`src/rtl/fb_pkg.sv`:
```
// Shared constants, state encoding and clipping helper for the frame-buffer
// write controller and its raster scanner.
package fb_pkg;

    localparam int          W_RES     = 640;
    localparam int          H_RES     = 480;
    localparam int          SIZE      = 16;
    localparam logic [23:0] CLEAR_RGB = 24'hFFFFFF;

    typedef enum logic [1:0] {
        ST_IDLE  = 2'd0,
        ST_CLEAR = 2'd1,
        ST_PAINT = 2'd2
    } state_t;

    // Last covered coordinate of a span that starts at 'start' and is 'size'
    // wide, clipped to the screen edge. The sum is formed at 12 bits so a
    // start near 2047 cannot wrap around to a small value.
    function automatic logic [10:0] clip_end(input logic [10:0] start,
                                             input int          size,
                                             input int          res);
        logic [11:0] stop_excl;
        stop_excl = {1'b0, start} + 12'(size);
        if (stop_excl > 12'(res)) begin
            clip_end = 11'(res - 1);
        end else begin
            clip_end = 11'(stop_excl - 12'd1);
        end
    endfunction

endpackage

```
`src/rtl/fb_write_ctrl_if.sv`:
```
// Request/acknowledge and pixel-write bus of the frame-buffer write controller.
interface fb_write_ctrl_if;

    logic        clear_req;
    logic        paint_req;
    logic [10:0] paint_x;
    logic [10:0] paint_y;
    logic [23:0] paint_rgb;
    logic        clear_ack;
    logic        paint_ack;
    logic        write_enable;
    logic [10:0] wr_x;
    logic [10:0] wr_y;
    logic [7:0]  wr_r;
    logic [7:0]  wr_g;
    logic [7:0]  wr_b;
    logic        busy;
    logic        done;

    // Requester side.
    modport master (
        output clear_req, paint_req, paint_x, paint_y, paint_rgb,
        input  clear_ack, paint_ack, write_enable, wr_x, wr_y,
               wr_r, wr_g, wr_b, busy, done
    );

    // Controller side.
    modport slave (
        input  clear_req, paint_req, paint_x, paint_y, paint_rgb,
        output clear_ack, paint_ack, write_enable, wr_x, wr_y,
               wr_r, wr_g, wr_b, busy, done
    );

endinterface

```
`src/rtl/raster_scan.sv`:
```
// Loadable x/y raster counter: x runs fastest from x_start to x_end, then
// wraps and y increments. last_o flags the final coordinate of the window.
module raster_scan #(
    parameter int W_RES = fb_pkg::W_RES,
    parameter int H_RES = fb_pkg::H_RES
) (
    input  logic        clk,
    input  logic        rst_n,
    input  logic        load_i,
    input  logic [10:0] x0_i,
    input  logic [10:0] y0_i,
    input  logic [10:0] x1_i,
    input  logic [10:0] y1_i,
    input  logic        step_i,
    output logic [10:0] x_o,
    output logic [10:0] y_o,
    output logic        last_o
);

    logic [10:0] x_q;
    logic [10:0] y_q;
    logic [10:0] x_start_q;
    logic [10:0] x_end_q;
    logic [10:0] y_end_q;

    // Reset leaves a full-screen window loaded so the power-on clear can start
    // immediately; otherwise load a new window or advance one pixel.
    always_ff @(posedge clk or negedge rst_n) begin
        if (!rst_n) begin
            x_q       <= '0;
            y_q       <= '0;
            x_start_q <= '0;
            x_end_q   <= 11'(W_RES - 1);
            y_end_q   <= 11'(H_RES - 1);
        end else if (load_i) begin
            x_q       <= x0_i;
            y_q       <= y0_i;
            x_start_q <= x0_i;
            x_end_q   <= x1_i;
            y_end_q   <= y1_i;
        end else if (step_i) begin
            if (x_q == x_end_q) begin
                x_q <= x_start_q;
                y_q <= y_q + 11'd1;
            end else begin
                x_q <= x_q + 11'd1;
            end
        end
    end

    assign x_o    = x_q;
    assign y_o    = y_q;
    assign last_o = (x_q == x_end_q) && (y_q == y_end_q);

endmodule

```
`src/rtl/fb_write_ctrl.sv`:
```
// Frame-buffer write controller: full-screen clear and clipped square paint,
// streaming one pixel write per cycle. Starts with a clear out of reset.
module fb_write_ctrl #(
    parameter int          W_RES     = fb_pkg::W_RES,
    parameter int          H_RES     = fb_pkg::H_RES,
    parameter int          SIZE      = fb_pkg::SIZE,
    parameter logic [23:0] CLEAR_RGB = fb_pkg::CLEAR_RGB
) (
    input  logic            CLOCK_50,
    input  logic            reset,
    fb_write_ctrl_if.slave  bus
);
    import fb_pkg::*;

    state_t      state_q;
    logic        busy_q;
    logic        clear_ack_q;
    logic        paint_ack_q;
    logic        done_q;
    logic        we_q;
    logic        empty_q;
    logic [10:0] wr_x_q;
    logic [10:0] wr_y_q;
    logic [23:0] rgb_q;
    logic [23:0] wr_rgb_q;

    logic        accept_clear;
    logic        accept_paint;
    logic        paint_off;
    logic        beat;
    logic        scan_load;
    logic [10:0] scan_x0_d;
    logic [10:0] scan_y0_d;
    logic [10:0] scan_x1_d;
    logic [10:0] scan_y1_d;
    logic [10:0] scan_x;
    logic [10:0] scan_y;
    logic        scan_last;

    assign accept_clear = (state_q == ST_IDLE) && bus.clear_req;
    assign accept_paint = (state_q == ST_IDLE) && bus.paint_req && !bus.clear_req;
    assign paint_off    = ({1'b0, bus.paint_x} >= 12'(W_RES)) ||
                          ({1'b0, bus.paint_y} >= 12'(H_RES));
    // done_q marks the final beat already on the bus: the cycle after it is
    // spent returning to IDLE, so no further beat is issued.
    assign beat         = (state_q != ST_IDLE) && !done_q && !empty_q;
    assign scan_load    = accept_clear || accept_paint;

    // Window for the scanner: whole screen for a clear, clipped square for a paint.
    always_comb begin
        scan_x0_d = '0;
        scan_y0_d = '0;
        scan_x1_d = 11'(W_RES - 1);
        scan_y1_d = 11'(H_RES - 1);
        if (accept_paint) begin
            scan_x0_d = bus.paint_x;
            scan_y0_d = bus.paint_y;
            scan_x1_d = clip_end(bus.paint_x, SIZE, W_RES);
            scan_y1_d = clip_end(bus.paint_y, SIZE, H_RES);
        end
    end

    raster_scan #(
        .W_RES (W_RES),
        .H_RES (H_RES)
    ) u_scan (
        .clk    (CLOCK_50),
        .rst_n  (reset),
        .load_i (scan_load),
        .x0_i   (scan_x0_d),
        .y0_i   (scan_y0_d),
        .x1_i   (scan_x1_d),
        .y1_i   (scan_y1_d),
        .step_i (beat),
        .x_o    (scan_x),
        .y_o    (scan_y),
        .last_o (scan_last)
    );

    // Control FSM with registered acks, write strobe, coordinates and colour.
    always_ff @(posedge CLOCK_50 or negedge reset) begin
        if (!reset) begin
            state_q     <= ST_CLEAR;
            busy_q      <= 1'b1;
            clear_ack_q <= 1'b0;
            paint_ack_q <= 1'b0;
            done_q      <= 1'b0;
            we_q        <= 1'b0;
            empty_q     <= 1'b0;
            wr_x_q      <= '0;
            wr_y_q      <= '0;
            rgb_q       <= CLEAR_RGB;
            wr_rgb_q    <= '0;
        end else begin
            clear_ack_q <= 1'b0;
            paint_ack_q <= 1'b0;
            done_q      <= 1'b0;
            we_q        <= 1'b0;
            case (state_q)
                ST_IDLE: begin
                    if (accept_clear) begin
                        clear_ack_q <= 1'b1;
                        state_q     <= ST_CLEAR;
                        busy_q      <= 1'b1;
                        rgb_q       <= CLEAR_RGB;
                        empty_q     <= 1'b0;
                    end else if (accept_paint) begin
                        paint_ack_q <= 1'b1;
                        state_q     <= ST_PAINT;
                        busy_q      <= 1'b1;
                        rgb_q       <= bus.paint_rgb;
                        empty_q     <= paint_off;
                    end
                end
                ST_CLEAR, ST_PAINT: begin
                    if (done_q) begin
                        state_q <= ST_IDLE;
                        busy_q  <= 1'b0;
                    end else if (empty_q) begin
                        done_q <= 1'b1;
                    end else begin
                        we_q     <= 1'b1;
                        wr_x_q   <= scan_x;
                        wr_y_q   <= scan_y;
                        wr_rgb_q <= rgb_q;
                        done_q   <= scan_last;
                    end
                end
                default: begin
                    state_q <= ST_IDLE;
                    busy_q  <= 1'b0;
                end
            endcase
        end
    end

    assign bus.clear_ack    = clear_ack_q;
    assign bus.paint_ack    = paint_ack_q;
    assign bus.write_enable = we_q;
    assign bus.wr_x         = wr_x_q;
    assign bus.wr_y         = wr_y_q;
    assign bus.wr_r         = wr_rgb_q[23:16];
    assign bus.wr_g         = wr_rgb_q[15:8];
    assign bus.wr_b         = wr_rgb_q[7:0];
    assign bus.busy         = busy_q;
    assign bus.done         = done_q;

endmodule

```
`src/flat_wrapper.sv`:
```
// flat-port wrapper written by rule: the top's interface ports become plain ports
module fb_write_ctrl_flat import fb_pkg::*;
#(
    parameter int          W_RES     = fb_pkg::W_RES,
    parameter int          H_RES     = fb_pkg::H_RES,
    parameter int          SIZE      = fb_pkg::SIZE,
    parameter logic [23:0] CLEAR_RGB = fb_pkg::CLEAR_RGB
)
  (CLOCK_50, reset, bus_clear_req, bus_paint_req, bus_paint_x, bus_paint_y, bus_paint_rgb, bus_clear_ack, bus_paint_ack, bus_write_enable, bus_wr_x, bus_wr_y, bus_wr_r, bus_wr_g, bus_wr_b, bus_busy, bus_done);
  fb_write_ctrl_if bus_i ();
  input  logic CLOCK_50;
  input  logic reset;
  input wire logic [$bits(bus_i.clear_req)-1:0] bus_clear_req;
  input wire logic [$bits(bus_i.paint_req)-1:0] bus_paint_req;
  input wire logic [$bits(bus_i.paint_x)-1:0] bus_paint_x;
  input wire logic [$bits(bus_i.paint_y)-1:0] bus_paint_y;
  input wire logic [$bits(bus_i.paint_rgb)-1:0] bus_paint_rgb;
  output wire logic [$bits(bus_i.clear_ack)-1:0] bus_clear_ack;
  output wire logic [$bits(bus_i.paint_ack)-1:0] bus_paint_ack;
  output wire logic [$bits(bus_i.write_enable)-1:0] bus_write_enable;
  output wire logic [$bits(bus_i.wr_x)-1:0] bus_wr_x;
  output wire logic [$bits(bus_i.wr_y)-1:0] bus_wr_y;
  output wire logic [$bits(bus_i.wr_r)-1:0] bus_wr_r;
  output wire logic [$bits(bus_i.wr_g)-1:0] bus_wr_g;
  output wire logic [$bits(bus_i.wr_b)-1:0] bus_wr_b;
  output wire logic [$bits(bus_i.busy)-1:0] bus_busy;
  output wire logic [$bits(bus_i.done)-1:0] bus_done;
  assign bus_i.clear_req = bus_clear_req;
  assign bus_i.paint_req = bus_paint_req;
  assign bus_i.paint_x = bus_paint_x;
  assign bus_i.paint_y = bus_paint_y;
  assign bus_i.paint_rgb = bus_paint_rgb;
  assign bus_clear_ack = bus_i.clear_ack;
  assign bus_paint_ack = bus_i.paint_ack;
  assign bus_write_enable = bus_i.write_enable;
  assign bus_wr_x = bus_i.wr_x;
  assign bus_wr_y = bus_i.wr_y;
  assign bus_wr_r = bus_i.wr_r;
  assign bus_wr_g = bus_i.wr_g;
  assign bus_wr_b = bus_i.wr_b;
  assign bus_busy = bus_i.busy;
  assign bus_done = bus_i.done;
  fb_write_ctrl #(.W_RES(W_RES), .H_RES(H_RES), .SIZE(SIZE), .CLEAR_RGB(CLEAR_RGB)) u_core (.CLOCK_50(CLOCK_50), .reset(reset), .bus(bus_i));
endmodule
```
`config.mk`:
```
export PLATFORM = sky130hd
export DESIGN_NAME = fb_write_ctrl_flat
export DESIGN_NICKNAME = d
export VERILOG_FILES = /design/src/rtl/fb_pkg.sv /design/src/rtl/fb_write_ctrl_if.sv /design/src/rtl/raster_scan.sv /design/src/rtl/fb_write_ctrl.sv /design/src/flat_wrapper.sv
export SDC_FILE = /design/constraint.sdc
export NUM_CORES = 1
export LEC_CHECK = 0
export BUFFER_PORTS_ARGS = -buffer_cell sky130_fd_sc_hd__buf_2
export CORE_MARGIN = 2
export CORE_UTILIZATION = 30
export DETAILED_ROUTE_END_ITERATION = 16
export PLACE_DENSITY_LB_ADDON = 0.25
export SYNTH_ARGS = -nofsm -noshare
export SYNTH_HDL_FRONTEND = slang
export SYNTH_SLANG_ARGS = --single-unit
```
`constraint.sdc`:
```
create_clock -name CLOCK_50 -period 3.1 [get_ports CLOCK_50]
set_clock_uncertainty 0.2 [all_clocks]
set_input_delay 0.465 -clock CLOCK_50 [delete_from_list [all_inputs] [get_ports CLOCK_50]]
set_output_delay 0.465 -clock CLOCK_50 [all_outputs]
set_load 0.05 [all_outputs]
```
== Word-level counts from Yosys, hierarchy flattened ==
Cells that the tools add are included.
Cells by class
  multiplexer cells: 35
  add/subtract/negate cells: 6
  bitwise gates (word level): 2
  equal/unequal tests: 6
  order comparisons: 4
  reductions and logical operators: 21
Operators by type and width (number)
  two-way mux 11 bit: 12
  two-way mux 24 bit: 2
  adder 11 x 5 -> 12 bit, second input constant: 2
  adder 11 x 1 -> 11 bit, second input constant: 2
  equality test 11 bit: 2
  subtractor 11 x 1 -> 11 bit, second input constant: 2
  two-way mux 1 bit: 16
  > comparator 12 x 10 -> 1 bit, second input constant: 1
  > comparator 12 x 9 -> 1 bit, second input constant: 1
  >= comparator 11 x 10 -> 1 bit, second input constant: 1
  >= comparator 11 x 9 -> 1 bit, second input constant: 1
  nonzero test 2 bit: 4
  logical AND 1 bit: 6
  two-way mux 2 bit: 3
  AND reduction 2 bit: 3
  case mux 2 bit (2 select lines): 1
  zero test 1 bit: 3
  != test 3 x 1 -> 1 bit, second input constant: 1
  AND reduction 3 bit: 1
  equality test 2 x 1 -> 1 bit, second input constant: 1
  equality test 2 bit, second input constant: 1
  zero test 2 bit: 1
  logical OR 1 bit: 2
  != test 2 x 1 -> 1 bit, second input constant: 1
  3 further kinds: 4
Storage, ports and cells
  input bits: 50
  register bits: 133
  output and inout bits: 51

== Longest topological paths before layout ==
Gate-level depths: netlist of run 1.
  depth in word-level cells: 6
  depth in mapped cells: 10
  gate-level depth less buffers: 8

== Hierarchy ==
Synthesis of run 1 repeated with hierarchy kept, for this count alone.
Unflattened totals
  cell total of the unflattened synthesis: 683
  area, all modules: 7123.1 um^2
Modules (own cells, without submodules)
  fb_write_ctrl: cells an instance 389, sequential area each 1984.4 um^2, instances 1, area an instance 4058.9 um^2
  raster_scan: cells an instance 294, sequential area each 1396.3 um^2, instances 1, area an instance 3064.2 um^2

== Worst setup path before layout of run 1 ==
No wires, ideal clock.
  path kind: register -> register
  start point: register u_core.state_q[0]
  end point: register u_core.u_scan.y_q[2], in the netlist u_core.u_scan.y_o[2]
  required time: 2.774 ns
  path slack: 0.653 ns
  stages on the path, launching flop included: 10
  arrival: 2.121 ns
  cell sequence: dfstp_2 -> inv_1 -> ha_1 -> buf_6 -> or3_1 -> buf_2 -> nor4_4 -> buf_6 -> nand4_1 -> o311a_1
On the way
  word-level cells in the longest chain between the ends: 6
  elaborated cells between the ends (all ways): 13
  those cells by class: mux: 2; reduce/logical: 11
RTL lines
  start: declaration: RTL line fb_write_ctrl.sv:15  | state_t state_q;
  start signal: assignment: RTL line fb_write_ctrl.sv:83  | state_q <= ST_CLEAR;
  start signal: assignment: RTL line fb_write_ctrl.sv:103  | state_q <= ST_CLEAR;
  start signal: assignment: RTL line fb_write_ctrl.sv:109  | state_q <= ST_PAINT;
  zero test 2 bit: RTL line fb_write_ctrl.sv:40, fb_write_ctrl.sv:41
  logical AND 1 bit (2 in a row): RTL line fb_write_ctrl.sv:41  | assign accept_paint = (state_q == ST_IDLE) && bus.paint_req && !bus.clear_req;
  logical OR 1 bit: RTL line fb_write_ctrl.sv:47  | assign scan_load = accept_clear || accept_paint;
  nonzero test 2 bit (no source line)
  AND reduction 2 bit (no source line)
  end signal: assignment: RTL line raster_scan.sv:37  | y_q <= y0_i;
  end signal: assignment: RTL line raster_scan.sv:44  | y_q <= y_q + 11'd1;
  end: declaration: RTL line raster_scan.sv:21  | logic [10:0] y_q;
Several ways; a longest one is shown, not always the timed one.
A chain may end at the register's enable or synchronous reset.

== Worst setup path after layout of run 1 ==
  start point: register u_core.state_q[0]
  end point: register u_core.u_scan.y_q[1], in the netlist u_core.u_scan.y_o[1]
The elaborated chain is that of the path after synthesis.

==> flow_summary.ini, run 1 <==
[setup_path]
worst_r2r_endpoint = u_core.u_scan.y_o[1]
worst_r2r_startpoint = u_core.state_q[0]
cp.depth = 7
critPathCaptureType = register
largest_fanout_on_the_critical_path = 19
timing.critical_path.required_ns = 3.20
ff2ff_path_depth = 7
worst_path_largest_cell_delay_ns = 0.61
crit_path_start_kind = register
crit_type = reg -> reg
cp_data_arrival_time_ns = 2.72
reg2reg_slack_ns = 0.49
path_delay_family = simple AND/OR/NAND/NOR gates
crit_slowest_cell = or3_1
crit_path_end = u_core.u_scan.y_o[1]
cp_cell_sequence = inv_1 -> ha_1 -> or3_1 -> nor4_4 -> buf_4 -> nor2_2 -> mux2_2
crit_path_start = u_core.state_q[0]
worst-path-buf-inv = 2

[timing]
pins_over_their_slew_limit = 0
postLayoutSetupSlackWorst_ns = 0.487
max-slew-margin-rel_pct = 47.4
rsz_0062_raised_after_global_routing = false
achievable-frequency_mhz = 383
fin_setup_tns_ns = 0
transition_time_of_the_tightest_slew_check_pin_ns = 0.790
post-route-period-util_pct = 84.3
report.final.setup_viol = 0
final_period_minus_worst_setup_slack_ns = 2.61
count_of_endpoints_failing_hold_in_the_final_timing_report = 0

[cells_and_area]
reg_top3 = u_core.rgb_q: 24 flops, u_core.wr_rgb_q: 24 flops
filler_cell_count = 2181
n_antenna_cell = 0
finish.cell_count_without_fillers = 976
final_layout_size_suffix_gt1_share_pct = 36.4
flow.area_growth_from_synthesis_pct = 20.8
finish.net_count = 744

[die]
horiz_die_dim_um = 152
design.die.area_um2 = 23300
chipHeight_um = 152
core_area_um2 = 21800
ios = 101
initial_core_util_pct = 30.4
floorplan.rows = 54

[logic_synthesis]
mappedNetlistNets = 651
postSynth.asyncResetShare_pct = 100
netlist.top_cell.by_area = dfrtp_1
yosys-top-cells-area = dfrtp_1 (34%), dfstp_2 (17%), mux2_2 (8.2%), xnor2_1 (4.4%), o22a_1 (4.0%)
syn-cell-area_um2 = 6610
most_common_cell_in_the_netlist = dfrtp_1
yosysTopAreaCellShare_pct = 34.4
synth-seq-cells = 133
yosys_warnings = 0
syn_inst = 590
ys.flop_type = dfrtp_1
synth_common_cells = dfrtp_1 (91), mux2_2 (48), dfstp_2 (42)
syn_avg_cell_area_um2 = 11.2
synth_sequential_area_ratio_pct = 51.1
synth_cell_types = 62
synth_enable_flop_cells = 0

[clock_network]
cts.sink_count = 133
cts-hold-fix-buffers = 1
cts.repair.resized = 0
clkLatencyLatePin_ns = 0.42
cts_root_buf = clkbuf_16
cts-htree-levels = 4
clk_pin_slew_worst_paths_ns = 0.06
postCtsSetupBuffers = 0
clk_path_buf_depth = 2
tritoncts.num_buffers = 17
cts_tree = built

[drt]
drt.antenna.violating_nets = 0
detailedRoute.firstIterationViolations = 167
post-route-drc-count = 0
vias_after_detailed_routing = 4974
route.final.wire_length_um = 17100
wire_per_inst_um = 17.5
vias_per_cell = 5.10
drt_pre_antenna_iters = 6

[grt]
first_global_vias = 5223
pin_count_of_the_biggest_net_entering_global_routing = 84
grt-ovfl-total = 0
global_route_wire_length_before_repair_um = 27900
grt_antenna_before_repair = 0
gr_usage_total_pct = 15.1

[place]
place_inst = 943
gp_congestion = 0.803
pre_cts_ws_ns = 0.523
placement.io_buffers = 100
dp.final_hpwl_um = 11700

[outcome]
outcome = completed

[job]
max_cap_violations = 0

[pwr]
max-vdd-ir-drop_mv = 0.359
leakage_nw = 3.59
pwrdens_nw_per_um2 = 487

[min_path]
min_path_type = in -> reg
holdCritStartpoint = bus_paint_y[0]
==> how the worst min path moves through the flow <==
stage | to | slack, ns | cells past startpoint
2_1_floorplan | u_core.bus.clear_ack | -0.03 | 0
3_3_place_gp | u_core.u_scan.x_start_q[10] | 0.27 | 2
3_5_place_dp | u_core.u_scan.x_start_q[10] | 0.28 | 2
4_1_cts | u_core.u_scan.y_end_q[0] | 0.0009 | 2
5_1_grt | u_core.u_scan.y_end_q[0] | 0.01 | 2
6_report | u_core.u_scan.y_end_q[0] | 0.02 | 2
==> placed cells by master (no fill, tap or decap), types with 3 or more instances in the layout <==
cell type,Yosys,routed
nor2_1,23,22
nor3_1,10,10
inv_1,20,20
a21oi_1,18,18
a41oi_1,3,3
buf_2,17,99
a22o_1,8,8
clkinv_2,0,6
nand3b_1,3,3
o311a_1,3,3
clkbuf_16,0,17
ha_1,11,11
buf_4,1,15
clkbuf_1,23,3
a21o_1,5,5
o21ai_1,3,4
nand4_1,14,14
a31oi_1,4,4
a22oi_2,5,5
nand3_1,14,14
nor4_1,4,4
xnor2_1,33,33
dfrtp_1,91,91
a211oi_1,3,3
a22oi_1,7,7
o22a_1,30,30
nand2_1,40,40
mux2i_1,10,10
mux2_2,48,48
o21ai_0,29,28
xor2_1,22,22
dfstp_2,42,42
==> area by class of cell <==
class                   instances  area, um2  share of cell area [%]
repair buffers                117        649                    8.13
inverters                      20       75.1                   0.939
well taps                     280        350                    4.38
multi-input cells             394       2970                    37.1
clock buffers                  22        464                    5.81
flip-flops and latches        133       3380                    42.3
clock inverters                10        106                    1.33
==> stage by stage <==
step | hold slack, ns | area (um2) | total power, W | utilization, %
6_report | 0.0232 | 7990 | 0.00389 | 36.7
2_1_floorplan | -0.0306 | 6610 | 0.00184 | -
3_5_place_dp | 0.282 | 7410 | 0.00195 | 34.1
4_1_cts | 0.000862 | 7990 | 0.00395 | 36.7
5_1_grt | 0.0103 | 7990 | 0.00404 | 36.7
3_3_place_gp | 0.265 | 7410 | 0.00194 | 34.1
==> layer usage <==
layer,wire (um),global-route usage (%),vias up
li1,-,-,2317
met5,0,0,-
met3,836,4.32,20
met1,7810,19.4,2515
met4,299,5.34,0
met2,8150,24.3,122
==> logic make-up (layout without fill, tap and decap cells) <==
family	count (synthesis)	in the layout	share of synthesized area [%]
xor gates and xnor gates	55	55	7.28
DFF	133	133	51.1
AOI/OAI and AO/OA	139	139	15.5
muxes	58	58	9.69
and+or+nand+nor	131	131	10.2
adders and majority gates	11	11	2.08
buffers and inverters	63	169	4.18
==> where the power goes <==
part           total [W]  switching, W  internal (W)
Combinational   0.000176      0.000113     0.0000622
Clock            0.00197      0.000755       0.00122
Sequential       0.00174             0       0.00174
No activity file was read; power rests on OpenSTA's default activity.
==> inputs of run 2 (changes only) <==
- ABC_AREA: unset -> 1
- clock period: 3.1 -> 2.65 ns (I/O delays scaled with it)
==> run 2 against run 1 <==
Effect of this change: combinational power rose to 27 times the previous value; sequential share of layout area fell by 1.5 points; clock-buffer cell count unchanged; maximum frequency is 15% higher.
==> flow_summary.ini, run 2 <==
[die]
horiz_die_dim_um = 155
design.die.area_um2 = 23900
chipHeight_um = 155
floorplan.rows = 55
initial_core_util_pct = 30.4
core_area_um2 = 22400
ios = 101

[setup_path]
worst_r2r_startpoint = u_core.state_q[0]
crit_path_start_kind = register
crit_slowest_cell = dfstp_2
largest_fanout_on_the_critical_path = 24
worst-path-buf-inv = 3
cp_cell_sequence = inv_1 -> ha_1 -> nand2_1 -> nand2_1 -> inv_2 -> buf_4 -> o21ai_0 -> o21ai_0 -> nor2_1 -> a21oi_1
cp.depth = 10
critPathCaptureType = register
path_delay_family = flip-flops
ff2ff_path_depth = 10
worst_path_largest_cell_delay_ns = 0.53
timing.critical_path.required_ns = 2.77
cp_data_arrival_time_ns = 2.40
crit_type = reg -> reg
crit_path_start = u_core.state_q[0]

[min_path]
min_path_type = in -> reg
min_delay_path_depth = 3
holdCritStartpoint = bus_paint_rgb[2]

[pwr]
power_frac_clock_pct = 21.2
p_comb_share_pct = 46.0
sw_ratio_pct = 46.4
netSwitchingPower_w = 0.00481
internal_power_w = 0.00555
leakage_nw = 4.24
max-vdd-ir-drop_mv = 0.500
pwrdens_nw_per_um2 = 1250
share_seq_of_total_power_pct = 32.8
p_total_w = 0.0104

[logic_synthesis]
netlist.top_cell.by_area = dfrtp_1
syn_inst = 864
syn_avg_cell_area_um2 = 7.88
synth-seq-cells = 133
ys.flop_type = dfrtp_1
mappedNetlistNets = 925
postSynth.asyncResetShare_pct = 100
synth_cell_types = 33
syn-cell-area_um2 = 6810
synth_common_cells = nand2_1 (214), inv_1 (115), nor2_1 (103)
synth_enable_flop_cells = 0
yosysTopAreaCellShare_pct = 33.4
yosys-top-cells-area = dfrtp_1 (33%), dfstp_2 (16%), nand2_1 (12%), inv_1 (6.3%), nor2_1 (5.7%)
synth_sequential_area_ratio_pct = 49.6
most_common_cell_in_the_netlist = nand2_1
yosys_warnings = 0

[timing]
fin_setup_tns_ns = 0
transition_time_of_the_tightest_slew_check_pin_ns = 0.576
max-slew-margin-rel_pct = 61.3
rsz_0062_raised_after_global_routing = false
final_period_minus_worst_setup_slack_ns = 2.28
report.final.setup_viol = 0
pins_over_their_slew_limit = 0
achievable-frequency_mhz = 439
post-route-period-util_pct = 86.0
count_of_endpoints_failing_hold_in_the_final_timing_report = 0
hold_slack_ns = 0.0236

[grt]
first_global_vias = 5477
pin_count_of_the_biggest_net_entering_global_routing = 59
use_met1_pct = 22.2
grt-busiest-layer = met2
global_route_wire_length_before_repair_um = 29100
grt_antenna_before_repair = 0
gr_usage_total_pct = 15.3
grt-ovfl-total = 0
met3_usage_pct = 3.45
met2_usage_pct = 22.9

[clock_network]
clkLatencyLatePin_ns = 0.42
clk_pin_slew_worst_paths_ns = 0.06
postCtsSetupBuffers = 0
cts_tree = built
clk_path_buf_depth = 2
tritoncts.num_buffers = 17
cts-htree-levels = 4
cts_root_buf = clkbuf_16
cts.sink_count = 133

[place]
dp.final_hpwl_um = 13000
place_inst = 1235
place_area_um2 = 7690
gp_congestion = 0.840
placement.io_buffers = 100

[cells_and_area]
mostFrequentLayoutCells = nand2_1 (214), inv_1 (115), nor2_1 (103)
postLayoutCellArea_um2 = 8280
flow.area_growth_from_synthesis_pct = 21.6
filler_cell_count = 2353
finish.cell_count_without_fillers = 1271
reg_top3 = u_core.rgb_q: 24 flops, u_core.wr_rgb_q: 24 flops
n_antenna_cell = 0
finish.net_count = 1034
layout.cells.most_common = nand2_1
final_layout_size_suffix_gt1_share_pct = 20.7

[drt]
vias_per_cell = 4.46
drt_pre_antenna_iters = 5
vias_after_detailed_routing = 5667
drt.antenna.violating_nets = 0
post-route-drc-count = 0
route.final.wire_length_um = 17500
wire_per_inst_um = 13.8
detailedRoute.firstIterationViolations = 292

[job]
max_cap_violations = 0

[outcome]
outcome = completed
-- run 2: cell types whose count changed after synthesis, moves of 8 or more --
cell	change
o21ai_0	+46
a22o_1	-8
nand2_1	+174
nand3_1	+28
inv_1	+95
nor2_1	+80
o22ai_1	+9
mux2i_1	-10
o22a_1	-30
a21oi_1	+34
mux2_2	-48
xnor2_1	-20
clkbuf_1	-9
buf_2	-8
-- run 2: what timing repair did --
item                                   in CTS  in global routing
endpoints found under the hold margin      41                  0
hold buffers                                4                  0
gates resized for setup                     0                  0
-- run 2: stage by stage --
step / setup WS, ns / utilization [%]
5_1_grt: 0.232 / 36.9
4_1_cts: 0.345 / 36.9
6_report: 0.371 / 36.9
3_3_place_gp: 0.437 / 34.3
2_1_floorplan: 0.662 / -
3_5_place_dp: 0.421 / 34.3
-- run 2: layout make-up --
cell class	instances	area [um2]	area share, %
multi-input combinational	581	2830	34.1
timing repair buffer	119	709	8.56
inverter	121	454	5.48
sequential	133	3380	40.8
clock inverter	10	101	1.22
clock buffer	22	454	5.48
tap	285	357	4.31
-- run 2: logic make-up after synthesis --
| kind of cell | Yosys count | synth area share [%] |
|---|---|---|
| flops | 133 | 49.6 |
| compound gates | 152 | 12.0 |
| simple gates | 388 | 23.7 |
| fa+ha+maj | 11 | 2.02 |
| xor+xnor | 30 | 3.86 |
| buf+inv | 150 | 8.87 |
-- run 2: worst min-delay path, delay by kind of cell --
kind,cells,cell delay (ns)
buf+inv,1,0.10
simple gates,1,0.09
compound gates,1,0.05
-- run 2: path summary, 6_finish.rpt --
kind / slack [ns] / to
worst max-delay path: 0.37 / u_core.u_scan.y_o[2]
worst min-delay path: 0.02 / u_core.rgb_q[2]
worst max register to register: 0.37 / u_core.u_scan.y_o[2]
worst min register to register: 0.26 / u_core.rgb_q[13]
max in group asynchronous: 1.17 / u_core.rgb_q[5]
min in group asynchronous: 0.35 / u_core.wr_rgb_q[19]
-- run 2: power by group through the flow --
stage / logic (W) / registers [W] / clock network [W]
2_1_floorplan: 0.00234 / 0.00460 / 0
3_3_place_gp: 0.00476 / 0.00341 / 0
3_5_place_dp: 0.00482 / 0.00342 / 0
4_1_cts: 0.00484 / 0.00340 / 0.00228
5_1_grt: 0.00534 / 0.00350 / 0.00236
6_report: 0.00476 / 0.00340 / 0.00220
-- run 2: metal layers --
| layer | wire length, um | vias to the layer above | share of wire, % |
|---|---|---|---|
| li1 | - | 2947 | - |
| met4 | 161 | 0 | 0.92 |
| met5 | 0 | - | 0 |
| met1 | 9090 | 2593 | 52 |
| met2 | 7510 | 117 | 43 |
| met3 | 753 | 10 | 4.3 |
==> inputs of run 3 (changes only) <==
- clock period: 2.65 -> 2.8 ns (I/O delays scaled with it)
==> run 3 against run 2 <==
Effect of this change: sequential share of layout area is 0.14 points higher; clock-buffer cell count increased by 2; setup slack improved by 0.19 ns; largest cell class unchanged; via count barely moved; worst hold slack gained 0.019 ns; sequential cell count unchanged; combinational power shrank 7.1%; clock power grew 4%; critical path depth is the same; register-to-register slack better by 0.19 ns.
==> flow_summary.ini, run 3 (synthesized netlist as in run 2, its figures left out) <==
[timing]
post-route-period-util_pct = 80.0
final_period_minus_worst_setup_slack_ns = 2.24
achievable-frequency_mhz = 446
report.final.setup_viol = 0
fin_setup_tns_ns = 0
rsz_0062_raised_after_global_routing = false
transition_time_of_the_tightest_slew_check_pin_ns = 0.626
max-slew-margin-rel_pct = 57.9
postLayoutSetupSlackWorst_ns = 0.560
count_of_endpoints_failing_hold_in_the_final_timing_report = 0
pins_over_their_slew_limit = 0

[die]
ios = 101
design.die.area_um2 = 23900
chipHeight_um = 155
floorplan.rows = 55
horiz_die_dim_um = 155
core_area_um2 = 22400
initial_core_util_pct = 30.4

[drt]
drt.antenna.violating_nets = 0
post-route-drc-count = 0
top_layer_used = met4
wl_met3_um = 886
drt_pre_antenna_iters = 5
vias_after_detailed_routing = 5662
met1Wirelength_um = 8720
vias_per_cell = 4.48
detailedRoute.firstIterationViolations = 270
wire_per_inst_um = 13.5
met2RoutedLength_um = 7300
route.final.wire_length_um = 17100

[pwr]
pwrdens_nw_per_um2 = 1200
max-vdd-ir-drop_mv = 0.560
leakage_nw = 4.23

[cells_and_area]
postLayoutCellArea_um2 = 8260
filler_cell_count = 2403
final_layout_size_suffix_gt1_share_pct = 20.5
layout.cells.most_common = nand2_1
register_area_um2 = 3380
reg_top3 = u_core.rgb_q: 24 flops, u_core.wr_rgb_q: 24 flops
mostFrequentLayoutCells = nand2_1 (214), inv_1 (115), nor2_1 (103)
finish.net_count = 1028
multi_input_comb_area_um2 = 2830
n_antenna_cell = 0
flow.area_growth_from_synthesis_pct = 21.2

[setup_path]
cp_data_arrival_time_ns = 2.34
largest_fanout_on_the_critical_path = 21
crit_type = reg -> reg
crit_path_start_kind = register
timing.critical_path.required_ns = 2.90
ff2ff_path_depth = 10
critPathCaptureType = register

[grt]
gr_usage_total_pct = 15.0
grt-ovfl-total = 0
global_route_wire_length_before_repair_um = 28300
pin_count_of_the_biggest_net_entering_global_routing = 64
grt_antenna_before_repair = 0
first_global_vias = 5421

[place]
place_area_um2 = 7640
gp_congestion = 0.822
placement.io_buffers = 100
pre_cts_ws_ns = 0.547
dp.final_hpwl_um = 12800

[clock_network]
cts_tree = built
tritoncts.num_buffers = 17
clk_pin_slew_worst_paths_ns = 0.06
clk_path_buf_depth = 2
clkLatencyLatePin_ns = 0.42
cts-htree-levels = 4
postCtsSetupBuffers = 0
cts_root_buf = clkbuf_16
cts.sink_count = 133

[min_path]
min_delay_path_depth = 3
min_path_type = in -> reg

[outcome]
outcome = completed

[job]
max_cap_violations = 0
run 3: changes by cell type in the layout (fill, tap and decap cells not counted), sizes merged:
cell         delta
buf             -3
bufinv          +2
clkbuf          +2
clkinv          -3
clkinvlp        -1
dlygate4sd3     -3
run 3: path summary, 6_finish.rpt:
kind / from / end / slack (ns)
worst max-delay path: u_core.state_q[0] / u_core.u_scan.y_o[10] / 0.56
worst min-delay path: bus_paint_rgb[2] / u_core.rgb_q[2] / 0.04
worst max register to register: u_core.state_q[0] / u_core.u_scan.y_o[10] / 0.56
worst min register to register: u_core.rgb_q[14] / u_core.rgb_q[14] / 0.27
max in group asynchronous: reset / u_core.rgb_q[6] / 1.31
min in group asynchronous: reset / u_core.wr_rgb_q[20] / 0.29
run 3: layer usage:
layer	up-vias	global-route usage (%)
met3	11	3.92
met5	-	0
met2	120	22.4
met4	0	4.32
li1	2951	-
met1	2580	21.5
run 3: per-stage QoR:
stage	util (%)	cells	hold slack (ns)	total power [W]
global placement	34.1	1232	0.172	0.00765
CTS	36.8	1265	0.0222	0.0101
floorplan	-	864	-0.0756	0.00657
detailed placement	34.1	1232	0.169	0.00771
global route	36.8	1265	0.0264	0.0107
finish	36.8	1265	0.0430	0.00991
run 3: critical path, cell delays in order, from the launching register on:
cell and delay (ns):
dfstp_2 0.53, inv_1 0.04, ha_1 0.25, nand2_1 0.14
nand2_1 0.10, inv_2 0.11, buf_4 0.24, nand2_4 0.12
nand2_4 0.21, nand2_1 0.08, o21a_1 0.10
run 3: layout make-up:
class	instances	share of cell area, %
clock buffers	24	5.84
inverters	121	5.50
flip-flops and latches	133	41.0
clock inverters	8	1.50
repair buffers	113	7.65
well taps	285	4.32
multi-input cells	581	34.2
run 3: where the power goes:
| group | internal, W | switching [W] |
|---|---|---|
| combinational | 0.00122 | 0.00320 |
| clock | 0.00147 | 0.000807 |
| sequential | 0.00273 | 0.000479 |
run 3: timing repair:
item                      in CTS  in global routing
hold buffers                   1                  0
resized for setup              0                  0
hold endpoints to repair      25                  0
